File: config.mk
export PLATFORM = sky130hd
export DESIGN_NAME = decofer
export DESIGN_NICKNAME = d
export VERILOG_FILES = /design/src/rtl/decofer_pkg.sv /design/src/rtl/decofer_lut.sv /design/src/rtl/decofer.sv
export SDC_FILE = /design/constraint.sdc
export NUM_CORES = 1
export LEC_CHECK = 0
export CAP_MARGIN = 25
export CORE_AREA = 5 5 42 44
export CTS_CLUSTER_SIZE = 8
export DETAILED_ROUTE_END_ITERATION = 8
export DIE_AREA = 0 0 47 49
export MAX_ROUTING_LAYER = met4
export SLEW_MARGIN = 20
export SYNTH_ARGS = -nofsm -noshare
export SYNTH_HDL_FRONTEND = slang
export SYNTH_HIERARCHICAL = 1
export SYNTH_SLANG_ARGS = --single-unit
File: constraint.sdc
create_clock -name clk -period 1 [get_ports clk]
set_input_delay 0.15 -clock clk [delete_from_list [all_inputs] [get_ports clk]]
set_output_delay 0.15 -clock clk [all_outputs]
set_load 0.01 [all_outputs]
File: src/rtl/decofer_pkg.sv
// Shared types and constants for the decofer seven-segment decoder.
// All glyph constants are active-high, bit order g f e d c b a.
package decofer_pkg;

  typedef logic [6:0] seg_t;

  // Segment bit positions within seg_t
  localparam int SEG_A = 0;
  localparam int SEG_B = 1;
  localparam int SEG_C = 2;
  localparam int SEG_D = 3;
  localparam int SEG_E = 4;
  localparam int SEG_F = 5;
  localparam int SEG_G = 6;

  // Decimal glyphs
  localparam seg_t SEG_0     = 7'h3F;
  localparam seg_t SEG_1     = 7'h06;
  localparam seg_t SEG_2     = 7'h5B;
  localparam seg_t SEG_3     = 7'h4F;
  localparam seg_t SEG_4     = 7'h66;
  localparam seg_t SEG_5     = 7'h6D;
  localparam seg_t SEG_6     = 7'h7D;
  localparam seg_t SEG_7     = 7'h07;
  localparam seg_t SEG_8     = 7'h7F;
  localparam seg_t SEG_9     = 7'h6F;

  // Dash is segment g alone; blank is every segment off
  localparam seg_t SEG_DASH  = seg_t'(1) << SEG_G;
  localparam seg_t SEG_BLANK = 7'h00;

endpackage

File: src/rtl/decofer_lut.sv
// Combinational BCD code to active-high segment pattern table.
// Codes 10-15 are replaced by INVALID_GLYPH.
module decofer_lut
  import decofer_pkg::*;
#(
  parameter seg_t INVALID_GLYPH = SEG_DASH
) (
  input  logic [3:0] i_code,
  output seg_t       o_seg
);

  // Glyph lookup; anything outside 0-9 shows the invalid glyph
  always_comb begin
    o_seg = INVALID_GLYPH;
    case (i_code)
      4'd0:    o_seg = SEG_0;
      4'd1:    o_seg = SEG_1;
      4'd2:    o_seg = SEG_2;
      4'd3:    o_seg = SEG_3;
      4'd4:    o_seg = SEG_4;
      4'd5:    o_seg = SEG_5;
      4'd6:    o_seg = SEG_6;
      4'd7:    o_seg = SEG_7;
      4'd8:    o_seg = SEG_8;
      4'd9:    o_seg = SEG_9;
      default: o_seg = INVALID_GLYPH;
    endcase
  end

endmodule

File: src/rtl/decofer.sv
// Registered BCD-to-seven-segment decoder. One cycle latency, output
// driven straight from a register. COMMON_CATHODE=0 inverts every
// registered pattern, blank included, for common-anode displays.
module decofer
  import decofer_pkg::*;
#(
  parameter bit   COMMON_CATHODE = 1'b1,
  parameter seg_t INVALID_GLYPH  = SEG_DASH
) (
  input  logic       clk,
  input  logic       rst_n,
  input  logic [3:0] in,
  output logic [6:0] out
);

  seg_t w_seg;
  seg_t w_drive;
  seg_t w_blank;
  seg_t r_out;

  decofer_lut #(
    .INVALID_GLYPH (INVALID_GLYPH)
  ) u_lut (
    .i_code (in),
    .o_seg  (w_seg)
  );

  // Apply display polarity before the register so out is a pure flop output
  always_comb begin
    w_drive = COMMON_CATHODE ? w_seg     : ~w_seg;
    w_blank = COMMON_CATHODE ? SEG_BLANK : ~SEG_BLANK;
  end

  // Output register: blank on reset, otherwise the decoded glyph
  always_ff @(posedge clk) begin
    if (!rst_n) begin
      r_out <= w_blank;
    end else begin
      r_out <= w_drive;
    end
  end

  assign out = r_out;

endmodule

# [Yosys cells after proc, flatten, opt, wreduce, memory -nomap -nowiden]
# Memory sizes are Yosys's and may differ from the RTL's. A register that Yosys moved wholly into a read port is not among the register bits.
# Cells that the tools add are included.
[word_totals] ram_bits=0 rom_bits=112 latchBits=0 elab_cells=2 ff_bits=0 inputBits=6 memories=1 output_inout_bits=7
[memory_table] memory="(no name shown)" words=16 word_bits=7 read_ports=1 rd_clocked_by_memory_dff=1 wr=0 line="decofer_lut.sv:15" rtl="case (i_code)"
[classes] muxes=0 n_div=0 n_addsub=0 multipliers=0 reduce_logical=1 n_eq_ne=0 order_cmp=0 n_bitwise=0 n_shift=0
[ops] operator="1-bit logical NOT" count=1

# [Logic depth before layout (Yosys ltp)]
# Gate-level depths: netlist (run 1).
[logic_depth] depth_word=1 mapped_depth=5

# [By module]
# The synthesis (run 1) kept the hierarchy.
[by_module_without_submodules] mod="decofer_lut" seq_area_each_um2=0.0 area_each_um2=225.2 n_inst=1 cells_per_inst=29
[by_module_without_submodules] mod="decofer" seq_area_each_um2=140.1 area_each_um2=183.9 n_inst=1 cells_per_inst=14

# [Worst setup path before layout (run 1)]
# Ideal clock, no wire load.
[synth_path] path_type="in2reg" startpoint="input port in[0]" endpoint="register r_out[5], in the netlist out[5]" required_ns=0.885 setup_time_ns=0.115 slack_ns=-0.002 arrival_time_ns=0.887 cell_stages=5 cell_sequence="inv_1 ha_1 and2b_1 o31a_1 and2_1"
[synth_rtl] element="start: declaration" line="decofer.sv:12" rtl="input logic [3:0] in,"
[synth_rtl] element="end: declaration" line="decofer.sv:19" rtl="seg_t r_out;"

==> impl_metrics.ini, run 1 <==
[outcome]
status = complete, no violations

[timing]
final_max_slew_viol_count = 0
slew_headroom_pct = 86.79
period_share_pct = 99.01
finalSetupTns_ns = 0
setup_slack_ns = 0.009924
fin_crit_ns = 0.9901
setup_viol = 0
hold-worst-slack_ns = 0.4907
fmax_mhz = 1010
hold_viol = 0
worstMarginPinSlew_ns = 0.1982
rsz0062_at_grt = true

[logic_synthesis]
synth_nets = 55
netlist_area_um2 = 409.1
yosys_register_bits = 7
syn-instance-count = 43
synth_warnings = 6
yosysSeqAreaShare_pct = 34.25
synth_cell_types = 17
post_synth.cell_area_avg_um2 = 9.515

[cts]
cts-hold-fix-buffers = 0
numCtsBuffers = 3
cts_max_level = 1
cts-root-buf = clkbuf_4
clockBufferDepth = 2
cts_sinks = 7
cts_tree = built
clk_pin_slew_ns = 0.05
cts_setup_buffers = 0

[floorplanning]
die_area_mm2 = 0.002303
die_h_um = 49
core_area_mm2 = 0.001401
start_util_pct = 29.20
io_pins = 13
num_rows = 14
die_w_um = 47

[routing]
via_per_inst = 4.064
antenna_left = 0
drtPass1Iterations = 1
vias = 317
wl_per_cell_um = 8.321
drc_errors = 0
wl_um = 649
drt_first_iter_violations = 0

[final_layout]
stdcell_area_um2 = 583.1
final_nets = 75
num-fill-cells = 161
diodes = 0
final_common_cell = dlygate4sd2_1
final_cell_mix = dlygate4sd2_1 (8), and2_1 (7), dfxtp_1 (7)
layout-drive-gt1-share_pct = 19.35
area_growth_pct = 42.51
largest_reg_flops = 7

[place]
gp_congestion = 0.7321
io_buffers = 12
place_ws_ns = -0.5214
post-dp-hpwl_um = 565.3
place_area_um2 = 566.8

[worst_setup_path]
required_ns = 1.19
worst-path-buf-inv = 2
crit_path_end_kind = flip-flop
crit_chain = clkdlybuf4s15_1 > buf_4 > ha_1 > mux2_4 > o22ai_1 > and2_1
crit_family = buffers and inverters
worstPathArrival_ns = 1.18
cpPeakStageDelay_ns = 0.27
worstSetupPathType = input pin to flip-flop
cp_slowest_cell = mux2_4
cp-start-kind = input pin
cp_max_fo = 2

[worst_hold_path]
hold_class = input pin to flip-flop

[global_route]
grt_pass1_vias = 291
grt_pass1_wl_mm = 1.021
grt_use_total_pct = 6.363
antenna_found_initial = 0
overflow = 0
grt_start_max_net_pins = 8

[run]
max-cap-violations = 0

[power]
p_leak_nw = 0.2931
power_density_mw_per_mm2 = 1188
irDropWorstVdd_uv = 336.1
## layer usage
| metal | routed length [µm] | share of wire, % | global-route usage [%] |
|---|---|---|---|
| met2 | 348 | 54 | 10.18 |
| met4 | 0 | 0 | 6.912 |
| met3 | 44 | 6.8 | 0 |
| met1 | 256 | 39 | 6.181 |
| met5 | 0 | 0 | - |
## tightest hold or removal path, delay by kind of cell
kind	cells	cell delay, ns
AO/OA/AOI/OAI	1	0.15
AND/OR/NAND/NOR	1	0.10
buffers and inverters	1	0.30
## area by class of cell
cell class                 instances  area, µm²  share of cell area, %
tap                               16      20.02                  3.433
sequential                         7      140.1                  24.03
inverter                           5      18.77                  3.219
multi-input combinational         29      230.2                  39.49
clock buffer                       4      26.28                  4.506
timing repair buffer              17      147.6                  25.32
## through the flow
stage | power [mW] | utilization [%] | cells
2_1_floorplan | 0.3933 | - | 43
3_3_place_gp | 0.4735 | 40.45 | 74
3_5_place_dp | 0.4749 | 40.45 | 74
4_1_cts | 0.7029 | 41.43 | 78
5_1_grt | 0.7402 | 41.61 | 78
6_report | 0.6926 | 41.61 | 78
## what timing repair did
action,CTS,global route
pin swaps,2,0
resized for setup,14,3
endpoints found under the setup margin,14,4
## synthesized netlist by cell type
cell      instances  area share, %
buf_6             2            5.5
o22ai_1           3            4.6
o31a_1            1            2.1
nor2_1            1           0.92
nand2_1           1           0.92
and2_1            7             11
mux2_4            1            3.7
nand2b_1          1            1.5
o21ai_0           2            2.4
or2_1             1            1.5
a22oi_1           1            1.8
dfxtp_1           7             34
nor2b_1           1            1.5
and2b_1           1            1.8
a21o_1            2            3.7
inv_1             5            4.6
ha_1              6             18
## power by group
group	switching, mW	internal, mW	leakage [nW]
Sequential	0.00370	0.299	0.0583
Combinational	0.0646	0.0821	0.220
Clock	0.0917	0.151	0.0150
Total	0.160	0.533	0.293
## final timing paths
| kind | start | endpoint | slack, ns | cells past startpoint |
|---|---|---|---|---|
| hold / removal | in[2] | out[5] | 0.49 | 3 |
| setup / recovery | in[0] | out[3] | 0.01 | 6 |
## kinds of logic after synthesis
family | count (synthesis) | synth area share (%)
compound gates | 9 | 14.68
buf+inv | 7 | 10.09
mux | 1 | 3.669
fa+ha+maj | 6 | 18.35
flops | 7 | 34.25
simple gates | 13 | 18.96
No activity file was read; power rests on OpenSTA's default activity.
==> inputs of run 2 (changes only) <==
--- a/config.mk
+++ b/config.mk
@@ -7,7 +7,7 @@
 export LEC_CHECK = 0
 export CAP_MARGIN = 25
 export CORE_AREA = 5 5 42 44
-export CTS_CLUSTER_SIZE = 8
+export CTS_CLUSTER_SIZE = 28
 export DETAILED_ROUTE_END_ITERATION = 8
 export DIE_AREA = 0 0 47 49
 export MAX_ROUTING_LAYER = met4
==> results of run 2 <==
Same layout as run 1: the final DEF is identical, and so are final timing and power.
==> inputs of run 3 (changes only) <==
--- a/config.mk
+++ b/config.mk
@@ -6,10 +6,10 @@
 export NUM_CORES = 1
 export LEC_CHECK = 0
 export CAP_MARGIN = 25
-export CORE_AREA = 5 5 42 44
+export CORE_AREA = 2 2 39 41
 export CTS_CLUSTER_SIZE = 28
 export DETAILED_ROUTE_END_ITERATION = 8
-export DIE_AREA = 0 0 47 49
+export DIE_AREA = 0 0 41 43
 export MAX_ROUTING_LAYER = met4
 export SLEW_MARGIN = 20
 export SYNTH_ARGS = -nofsm -noshare
==> run 3 against run 2 <==
Effect of this change:
- routed wire length is 1.2% lower
- clock-buffer cell count stayed put
- setup slack better by 0.044 ns
- worst hold slack worse by 0.0034 ns
- cell area is 1.7% higher
- critical path depth is 5 lower
- largest cell class unchanged
- highest routed layer unchanged
==> impl_metrics.ini, run 3 (synthesis results as in run 1) <==
[outcome]
status = complete, no violations

[place]
gp_congestion = 0.7371
post-dp-hpwl_um = 547.3
place_ws_ns = -0.5231
io_buffers = 12
place_area_um2 = 566.8

[floorplanning]
num_rows = 14
die_area_mm2 = 0.001763
die_h_um = 43
core_area_mm2 = 0.001384
io_pins = 13
start_util_pct = 29.57
die_w_um = 41

[cts]
cts_tree = built
cts-root-buf = clkbuf_4
clk_pin_slew_ns = 0.05
clockBufferDepth = 2
cts_sinks = 7
cts_max_level = 1
numCtsBuffers = 3

[run]
max-cap-violations = 0

[final_layout]
diodes = 0
multi_input_area_um2 = 242.7
seq_area_um2 = 140.1
layout-drive-gt1-share_pct = 24.19
num-fill-cells = 146
area_growth_pct = 44.95
final_nets = 75
stdcell_area_um2 = 593.1
final_cell_mix = and2_1 (7), dfxtp_1 (7), dlygate4sd2_1 (6)
largest_reg_flops = 7

[power]
power_density_mw_per_mm2 = 1175
power_switching_mw = 0.1606
p_leak_nw = 0.2929
pwr-share-seq_pct = 43.4
p_int_mw = 0.5363
p_comb_share_pct = 22.2
irDropWorstVdd_uv = 248.0
sw_frac_of_total_pct = 23.04
clockPowerShare_pct = 34.4

[worst_setup_path]
crit_path_end_kind = output pin
cpPeakStageDelay_ns = 0.29
cp-start-kind = flip-flop
worstPathArrival_ns = 0.80
cp_max_fo = 1
crit_family = flip-flops
required_ns = 0.85
worstSetupPathType = flip-flop to output pin
cp_slowest_cell = dfxtp_1
crit_chain = dlygate4sd2_1
worst-path-buf-inv = 1
startpoint = out[6]

[routing]
wl_um = 641
antenna_left = 0
drtPass1Iterations = 4
via_per_inst = 4.154
drc_errors = 0
drt_first_iter_violations = 2
vias = 324
wl_per_cell_um = 8.218

[worst_hold_path]
hold_class = input pin to flip-flop
hold_end = out[2]
holdPathStages = 5
worstHoldStart = in[0]

[timing]
setup_slack_ns = 0.05352
hold-worst-slack_ns = 0.4873
setup_viol = 0
slew_headroom_pct = 89.41
final_max_slew_viol_count = 0
fmax_mhz = 1057
hold_viol = 0
fin_crit_ns = 0.9465
rsz0062_at_grt = false
worstMarginPinSlew_ns = 0.1589
period_share_pct = 94.65

[global_route]
grt_pass1_wl_mm = 1.124
antenna_found_initial = 0
overflow = 0
grt_pass1_vias = 282
grt_start_max_net_pins = 9
grt_use_total_pct = 9.764
-- run 3: cell count changes in the layout (fill, tap and decap cells not counted), sizes merged --
cell | previous run | this run
clkdlybuf4s15 | 3 | 4
clkbuf | 4 | 5
dlygate4sd2 | 8 | 6
-- run 3: worst max-delay path by stage --
stage                  end  slack (ns)  cells after the start
finish              out[6]        0.05                      1
global route        out[3]       0.005                      1
CTS                 out[3]        0.01                      6
detailed placement  out[5]       -0.52                      6
global placement    out[5]       -0.51                      6
floorplan           out[5]        0.02                      5
-- run 3: layout make-up --
type	instances	area share [%]
well taps	16	3.376
multi-input cells	29	40.93
inverters	5	3.165
clock buffers	4	4.430
flip-flops and latches	7	23.63
repair buffers	17	24.47
-- run 3: metal layers --
layer  wire length, µm  global-route usage [%]
met1               270                   10.90
met4                 0                   6.000
met3                59                   3.665
met5                 0                       -
met2               312                   14.06
-- run 3: power by group through the flow --
stage / Combinational [mW] / Clock [mW] / Sequential (mW)
global route: 0.175 / 0.273 / 0.304
detailed placement: 0.166 / 0 / 0.309
finish: 0.155 / 0.240 / 0.303
floorplan: 0.0734 / 0 / 0.320
global placement: 0.163 / 0 / 0.308
CTS: 0.155 / 0.248 / 0.302
-- run 3: timing repair --
item / in CTS / in global routing
hold buffers: 0 / 0
setup buffers: 0 / 0
gates resized for setup: 16 / 6
pin swaps: 2 / 0
setup endpoints to repair: 14 / 6
-- run 3: metrics by stage --
| step | utilization [%] | power, mW | setup TNS [ns] | std cells |
|---|---|---|---|---|
| final | 42.86 | 0.6970 | 0 | 78 |
| after global routing | 42.86 | 0.7517 | 0 | 78 |
| after detailed placement | 40.96 | 0.4744 | -2.923 | 74 |
| after global placement | 40.96 | 0.4717 | -2.828 | 74 |
| after floorplan | - | 0.3933 | 0 | 43 |
| after CTS | 42.86 | 0.7058 | 0 | 78 |
